`src/rtl/cpu_defs.sv`:
```
// Shared widths, bus layouts and state encodings for the memory pipeline stage.
package cpu_defs;

    localparam int unsigned XLEN         = 32;
    localparam int unsigned REG_AW       = 5;
    localparam int unsigned EX_MEM_BUS_W = 145;
    localparam int unsigned EXCEPT_BUS_W = 87;
    localparam int unsigned MEM_WB_BUS_W = 103;

    localparam logic [1:0] SIZE_BYTE = 2'd0;
    localparam logic [1:0] SIZE_HALF = 2'd1;
    localparam logic [1:0] SIZE_WORD = 2'd2;

    typedef enum logic [2:0] {
        ST_IDLE   = 3'd0,
        ST_REQ    = 3'd1,
        ST_WAIT   = 3'd2,
        ST_DONE   = 3'd3,
        ST_CANCEL = 3'd4
    } mem_state_e;

    // Execute -> memory payload, first member is the MSB.
    typedef struct packed {
        logic              valid;
        logic [XLEN-1:0]   pc;
        logic [XLEN-1:0]   ir;
        logic              ld_b;
        logic              ld_bu;
        logic              ld_h;
        logic              ld_hu;
        logic              ld_w;
        logic              st_b;
        logic              st_h;
        logic              st_w;
        logic              mem_we;
        logic              res_from_mem;
        logic              gr_we;
        logic [XLEN-1:0]   rkd;
        logic [REG_AW-1:0] waddr;
        logic [XLEN-1:0]   result;
    } ex_mem_t;

    // Memory -> writeback payload.
    typedef struct packed {
        logic              valid;
        logic [XLEN-1:0]   pc;
        logic [XLEN-1:0]   ir;
        logic              gr_we;
        logic [REG_AW-1:0] waddr;
        logic [XLEN-1:0]   final_result;
    } mem_wb_t;

    // An instruction touches memory only if it is a load/store with no upstream exception.
    function automatic logic needs_mem(input ex_mem_t b, input logic [EXCEPT_BUS_W-1:0] exc);
        return (b.mem_we | b.res_from_mem) & ~(|exc);
    endfunction

endpackage

```
`src/rtl/mem_align.sv`:
```
// Store lane/strobe generation and load lane extraction with sign/zero extension.
module mem_align
    import cpu_defs::*;
(
    input  logic [1:0]      i_addr_lo,
    input  logic            i_ld_b,
    input  logic            i_ld_bu,
    input  logic            i_ld_h,
    input  logic            i_ld_hu,
    input  logic            i_ld_w,
    input  logic            i_st_b,
    input  logic            i_st_h,
    input  logic            i_st_w,
    input  logic [XLEN-1:0] i_rkd,
    input  logic [XLEN-1:0] i_rdata,
    output logic [1:0]      o_size,
    output logic [3:0]      o_wstrb,
    output logic [XLEN-1:0] o_wdata,
    output logic [XLEN-1:0] o_load_data
);

    logic       w_is_byte;
    logic       w_is_half;
    logic [7:0] w_byte_lane;
    logic [15:0] w_half_lane;

    assign w_is_byte = i_ld_b | i_ld_bu | i_st_b;
    assign w_is_half = i_ld_h | i_ld_hu | i_st_h;
    assign o_size    = w_is_byte ? SIZE_BYTE : (w_is_half ? SIZE_HALF : SIZE_WORD);

    // Replicate store data across lanes and enable only the addressed bytes.
    always_comb begin
        o_wstrb = 4'b0000;
        o_wdata = i_rkd;
        if (i_st_b) begin
            o_wstrb = 4'b0001 << i_addr_lo;
            o_wdata = {4{i_rkd[7:0]}};
        end else if (i_st_h) begin
            o_wstrb = i_addr_lo[1] ? 4'b1100 : 4'b0011;
            o_wdata = {2{i_rkd[15:0]}};
        end else if (i_st_w) begin
            o_wstrb = 4'b1111;
        end
    end

    // Pick the addressed lane out of the returned word and extend it.
    always_comb begin
        case (i_addr_lo)
            2'd0:    w_byte_lane = i_rdata[7:0];
            2'd1:    w_byte_lane = i_rdata[15:8];
            2'd2:    w_byte_lane = i_rdata[23:16];
            default: w_byte_lane = i_rdata[31:24];
        endcase
        w_half_lane = i_addr_lo[1] ? i_rdata[31:16] : i_rdata[15:0];
        if (i_ld_b)       o_load_data = {{24{w_byte_lane[7]}}, w_byte_lane};
        else if (i_ld_bu) o_load_data = {24'b0, w_byte_lane};
        else if (i_ld_h)  o_load_data = {{16{w_half_lane[15]}}, w_half_lane};
        else if (i_ld_hu) o_load_data = {16'b0, w_half_lane};
        else if (i_ld_w)  o_load_data = i_rdata;
        else              o_load_data = '0;
    end

endmodule

```
`src/rtl/mem_stage.sv`:
```
// Memory pipeline stage: issues one data-SRAM request per load/store and hands results to writeback.
module mem_stage
    import cpu_defs::*;
(
    input  logic                    clk,
    input  logic                    rst,
    input  logic [EX_MEM_BUS_W-1:0] ex_to_mem_bus,
    input  logic [EXCEPT_BUS_W-1:0] ex_except_bus,
    input  logic                    ex_to_mem,
    output logic                    mem_allowin,
    input  logic                    wb_allowin,
    input  logic                    flush,
    output logic                    data_sram_req,
    output logic                    data_sram_wr,
    output logic [1:0]              data_sram_size,
    output logic [3:0]              data_sram_wstrb,
    output logic [XLEN-1:0]         data_sram_addr,
    output logic [XLEN-1:0]         data_sram_wdata,
    input  logic                    data_sram_addr_ok,
    input  logic                    data_sram_data_ok,
    input  logic [XLEN-1:0]         data_sram_rdata,
    output logic                    fwd_valid,
    output logic [REG_AW-1:0]       fwd_addr,
    output logic [XLEN-1:0]         fwd_data,
    output logic                    fwd_stall,
    output logic [MEM_WB_BUS_W-1:0] mem_to_wb_bus,
    output logic [EXCEPT_BUS_W-1:0] mem_except_bus,
    output logic                    mem_to_wb
);

    ex_mem_t                 w_ex_in;
    ex_mem_t                 r_buf;
    logic [EXCEPT_BUS_W-1:0] r_exc;
    logic [XLEN-1:0]         r_rdata;
    mem_state_e              r_state;
    mem_state_e              w_state_nxt;
    mem_state_e              w_issue_state;
    logic                    w_valid;
    logic                    w_readygo;
    logic                    w_latch;
    logic                    w_mem_to_wb;
    logic [XLEN-1:0]         w_load_data;
    logic [XLEN-1:0]         w_final_result;
    mem_wb_t                 w_wb_next;

    assign w_ex_in       = ex_mem_t'(ex_to_mem_bus);
    assign w_valid       = r_buf.valid & ~flush;
    assign w_readygo     = (r_state == ST_DONE);
    assign w_mem_to_wb   = w_readygo & wb_allowin;
    // A flush also kills whatever upstream offers in the same cycle.
    assign w_latch       = ex_to_mem & ~flush;
    assign w_issue_state = needs_mem(w_ex_in, ex_except_bus) ? ST_REQ : ST_DONE;

    assign mem_allowin = (~w_valid | w_mem_to_wb) & (r_state != ST_CANCEL);
    assign mem_to_wb   = w_mem_to_wb;

    // Instruction and exception buffers; valid drops once the instruction leaves or is flushed.
    always_ff @(posedge clk) begin
        if (rst) begin
            r_buf <= '0;
            r_exc <= '0;
        end else if (w_latch) begin
            r_buf <= w_ex_in;
            r_exc <= ex_except_bus;
        end else if (flush | w_mem_to_wb) begin
            r_buf.valid <= 1'b0;
        end
    end

    // Load data capture on the response of a live request.
    always_ff @(posedge clk) begin
        if (rst)
            r_rdata <= '0;
        else if ((r_state == ST_WAIT) & data_sram_data_ok)
            r_rdata <= data_sram_rdata;
    end

    // State register.
    always_ff @(posedge clk) begin
        if (rst) r_state <= ST_IDLE;
        else     r_state <= w_state_nxt;
    end

    // Next-state: request, wait for response, hand off; a flushed in-flight request drains in CANCEL.
    always_comb begin
        w_state_nxt = r_state;
        case (r_state)
            ST_IDLE:   if (w_latch) w_state_nxt = w_issue_state;
            ST_REQ: begin
                if (flush)                  w_state_nxt = data_sram_addr_ok ? ST_CANCEL : ST_IDLE;
                else if (data_sram_addr_ok) w_state_nxt = ST_WAIT;
            end
            ST_WAIT: begin
                if (flush)                  w_state_nxt = data_sram_data_ok ? ST_IDLE : ST_CANCEL;
                else if (data_sram_data_ok) w_state_nxt = ST_DONE;
            end
            ST_DONE: begin
                if (flush)            w_state_nxt = ST_IDLE;
                else if (w_mem_to_wb) w_state_nxt = w_latch ? w_issue_state : ST_IDLE;
            end
            ST_CANCEL: if (data_sram_data_ok) w_state_nxt = ST_IDLE;
            default:   w_state_nxt = ST_IDLE;
        endcase
    end

    mem_align u_align (
        .i_addr_lo   (r_buf.result[1:0]),
        .i_ld_b      (r_buf.ld_b),
        .i_ld_bu     (r_buf.ld_bu),
        .i_ld_h      (r_buf.ld_h),
        .i_ld_hu     (r_buf.ld_hu),
        .i_ld_w      (r_buf.ld_w),
        .i_st_b      (r_buf.st_b),
        .i_st_h      (r_buf.st_h),
        .i_st_w      (r_buf.st_w),
        .i_rkd       (r_buf.rkd),
        .i_rdata     (r_rdata),
        .o_size      (data_sram_size),
        .o_wstrb     (data_sram_wstrb),
        .o_wdata     (data_sram_wdata),
        .o_load_data (w_load_data)
    );

    assign data_sram_req  = (r_state == ST_REQ);
    assign data_sram_wr   = r_buf.mem_we;
    assign data_sram_addr = r_buf.result;

    assign w_final_result = r_buf.res_from_mem ? w_load_data : r_buf.result;

    assign fwd_valid = w_valid & r_buf.gr_we;
    assign fwd_addr  = r_buf.waddr;
    assign fwd_data  = w_final_result;
    assign fwd_stall = w_valid & r_buf.res_from_mem & (r_state != ST_DONE);

    // Writeback payload; register write is suppressed for excepting instructions.
    always_comb begin
        w_wb_next              = '0;
        w_wb_next.valid        = w_valid;
        w_wb_next.pc           = r_buf.pc;
        w_wb_next.ir           = r_buf.ir;
        w_wb_next.gr_we        = r_buf.gr_we & ~(|r_exc);
        w_wb_next.waddr        = r_buf.waddr;
        w_wb_next.final_result = w_final_result;
    end

    // Output registers toward writeback: load on handoff, clear when writeback idles, else hold.
    always_ff @(posedge clk) begin
        if (rst) begin
            mem_to_wb_bus  <= '0;
            mem_except_bus <= '0;
        end else if (w_mem_to_wb) begin
            mem_to_wb_bus  <= w_wb_next;
            mem_except_bus <= r_exc;
        end else if (wb_allowin & ~w_readygo) begin
            mem_to_wb_bus  <= '0;
            mem_except_bus <= '0;
        end
    end

endmodule

```
`config.mk`:
```
export PLATFORM = sky130hd
export DESIGN_NAME = mem_stage
export DESIGN_NICKNAME = d
export VERILOG_FILES = /design/src/rtl/cpu_defs.sv /design/src/rtl/mem_align.sv /design/src/rtl/mem_stage.sv
export SDC_FILE = /design/constraint.sdc
export NUM_CORES = 1
export LEC_CHECK = 0
export BUFFER_PORTS_ARGS = -buffer_cell sky130_fd_sc_hd__buf_2
export CAP_MARGIN = 25
export CORE_AREA = 2 2 223 225
export DETAILED_ROUTE_END_ITERATION = 6
export DIE_AREA = 0 0 225 227
export PLACE_DENSITY_LB_ADDON = 0.1
export SLEW_MARGIN = 0
export SYNTH_ARGS = -nofsm -noshare
export SYNTH_HDL_FRONTEND = slang
export SYNTH_SLANG_ARGS = --single-unit
export TNS_END_PERCENT = 100
```
`constraint.sdc`:
```
create_clock -name clk -period 1.7 [get_ports clk]
set_input_delay 0.255 -clock clk [delete_from_list [all_inputs] [get_ports clk]]
set_output_delay 0.255 -clock clk [all_outputs]
set_load 0.02 [all_outputs]
```
==> summary.txt <==
Run status
  – Violated checks: setup timing
  – Status: finished with violations

Setup path
  – FF-to-FF Start: data_sram_addr[0]
  – Arr. time, crit path: 2.27 ns
  – R2R depth: 5
  – Worst Path Required: 1.44 ns
  – Crit-path max FO: 6
  – Crit Path Class: flip-flop to output port
  – Flop2flop setup slack: -0.31 ns
  – Endpoint type of the worst setup path: output port
  – Worst reg2reg path endpoint: mem_to_wb_bus[10]
  – Startpoint Class: flip-flop
  – Worst Setup SP: data_sram_addr[0]
  – End of the critical path: fwd_data[11]

Detailed routing
  – Wire length on met2: 36340 um
  – Routed vias/inst: 5.105
  – Via count: 19.54k
  – DR WL met3: 4927 um
  – Highest routed layer: met4
  – DRC: 0
  – Met1 Wirelength: 29750 um
  – Iteration count of the initial detailed-routing pass: 7
  – Mean routed wirelength per cell: 19.50 um
  – Routed wire length: 74640 um
  – Initial drt markers: 1435
  – Post-route ant nets: 0

Floorplan
  – Initial Utilization: 0.3746
  – Area of the die: 51080 um^2
  – Die width: 225 um
  – Core area: 48550 um^2
  – Rows: 81
  – Die Ht: 227 um
  – Num ports: 574

Flow run
  – Max Cap Viol: 0

Clocking
  – CTS buffer count: 51
  – Clk Tree Root Cell: clkbuf_16
  – CTS tree: yes
  – Clock latency on the worst-skew pair: 0.59 ns
  – Clock slew at reported path FFs: 0.06 ns
  – H-Tree Depth: 2
  – Sinks on Clock Net: 457
  – CTS max path bufs: 3

Finish
  – Post-route cell area: 28450 um^2
  – Layout Area Growth over Synthesis: 56.45%
  – Nets: 3436
  – Layout cells sized above 1: 0.3167

Worst hold path
  – HP Class: input port to flip-flop

Yosys
  – Top FF cell, synth: dfxtp_1
  – EDFF count, synth: 0
  – #FFs+latches synth: 457
  – YS warnings: 0
  – Mapped cell area: 18180 um^2
  – Syn_area_per_cell: 7.965 um^2
  – Cells after synthesis: 2283
  – Sequential share of the synthesized area: 0.5031
  – Post-synth cell types: 48
  – Syn_nets: 2554
  – Ys async rst share: 0

STA
  – Skew final: 0.02098 ns
  – Least-Margin Pin Slew: 0.6397 ns
  – Final setup fails: 100
  – Hold slack: 0.02709 ns
  – Final hold violations: 0
  – Final worst slack: -0.8253 ns
  – Max Slew Vio Count: 0
  – RSZ-0062 raised after global routing: true
  – Slew headroom: 0.5696
  – Final min period: 2.525 ns
  – Fmax: 0.3960 GHz
  – Period utilisation layout: 1.485

GRT
  – First-pass GRT wire length: 109600 um
  – Initial antenna violation count: 2
  – Tot GR Track Use: 0.2757
  – Vias in the first global route: 19.12k
  – Largest net degree at the start of global routing: 102
  – GRT overflow: 0

Placement
  – RD Place Congestion: 0.8980
  – Placed Area: 22860 um^2
  – IO Port Bufs: 573
  – DPL Wire Length: 50250 um

Power and ir drop
  – Cell-internal power: 20.18 mW
  – Sequential share of power: 0.417
  – P_leak: 12.35 nW
  – Pwr Density: 963.9 nW/um^2
  – Clock share of power: 0.412
  – Comb power frac: 0.171
  – Worst vdd ir: 778.1 uV
  – Sw frac: 0.2642
  – Sw Pwr: 7.244 mW
-- metal layers --
layer | up-vias | global-route usage
met5 | - | 0
met4 | 0 | 0.1354
met3 | 184 | 0.05821
met2 | 749 | 0.4744
met1 | 9260 | 0.3274
li1 | 9343 | -
-- what timing repair did --
action	4_1_cts	5_1_grt
setup endpoints to repair	103	102
endpoints found under the hold margin	248	0
cloned	7	2
pin swaps	22	22
buffers inserted	17	11
gates resized for setup	222	80
hold buffers	248	0
-- kinds of logic after synthesis --
| family | Yosys count | synth area share |
|---|---|---|
| AOI/OAI and AO/OA | 559 | 0.1686 |
| buffers and inverters | 232 | 0.06165 |
| DFF | 457 | 0.5031 |
| muxes | 35 | 0.02546 |
| and+or+nand+nor | 1000 | 0.2412 |
-- per-stage QoR --
stage / power [mW] / TNS, ns / std cells / setup slack, ns / util
5_1_grt: 28.46 / -40.45 / 3826 / -0.8803 / 0.5860
2_1_floorplan: 13.50 / -2.879 / 2283 / -0.09457 / -
6_report: 27.42 / -35.88 / 3827 / -0.8253 / 0.5860
3_3_place_gp: 15.20 / -10.34 / 3456 / -0.6651 / 0.4709
4_1_cts: 27.45 / -38.00 / 3818 / -0.8696 / 0.5769
3_5_place_dp: 15.24 / -11.51 / 3456 / -0.6678 / 0.4709
-- worst max-delay path, stage by stage, from the launching register on --
cell	delay [ns]
dfxtp_4	0.37
mux4_2	0.63
a21bo_4	0.31
o22a_2	0.24
buf_6	0.13
-- worst min-delay path by stage --
stage / cells past startpoint / to / slack, ns / start
floorplan: 2 / data_sram_addr[0] / 0.38 / ex_to_mem_bus[0]
global placement: 2 / r_buf[54] / 0.44 / r_buf[54]
detailed placement: 2 / r_buf[68] / 0.45 / r_buf[68]
CTS: 3 / r_buf[144] / 0.0009 / ex_to_mem
global route: 3 / r_rdata[15] / 0.03 / data_sram_rdata[15]
finish: 3 / r_rdata[15] / 0.03 / data_sram_rdata[15]
-- power by group through the flow --
stage	clock, mW	combinational [mW]	sequential, mW
finish	11.3	4.68	11.4
detailed placement	0	3.61	11.6
global route	12.0	5.00	11.5
CTS	11.5	4.52	11.4
floorplan	0	1.89	11.6
global placement	0	3.58	11.6
-- cell usage after synthesis, drive strengths merged (17+ instances only) --
cell    number  area share
buf         90       0.032
o22a        23       0.011
a21oi      462        0.13
a22o        33       0.016
nand2      563        0.12
dfxtp      457        0.50
o21ai       24      0.0066
clkbuf     131       0.027
nor2       179       0.037
mux2        17       0.011
nor2b      160       0.055
nor4        44       0.015
nand3       19      0.0052
-- flip-flops by register name, summed over array words and instances, names as in the netlist --
name and flops:
r_exc 87, r_state 3, fwd_addr 5, data_sram_wr 1, data_sram_addr 32, mem_to_wb_bus 103, r_buf 107, r_rdata 32
mem_except_bus 87
-- layout make-up --
class / count / area [um^2]
flip-flops and latches: 457 / 9185
clock buffers: 77 / 1504
inverters: 11 / 41.29
repair buffers: 1047 / 8021
well taps: 622 / 778.2
multi-input cells: 1597 / 8715
diodes: 3 / 7.507
clock inverters: 13 / 197.7
fillers: 4350 / 20100
-- cells in the final DEF, fill, tap and decap left out, drive strengths merged, types with 24 or more instances in the layout --
cell type / instances
a21oi: 462
a22o: 33
buf: 796
clkbuf: 79
dfxtp: 457
dlygate4sd3: 246
nand2: 563
nor2: 179
nor2b: 160
nor4: 44
o21ai: 24
No activity file was read; power rests on OpenSTA's default activity.
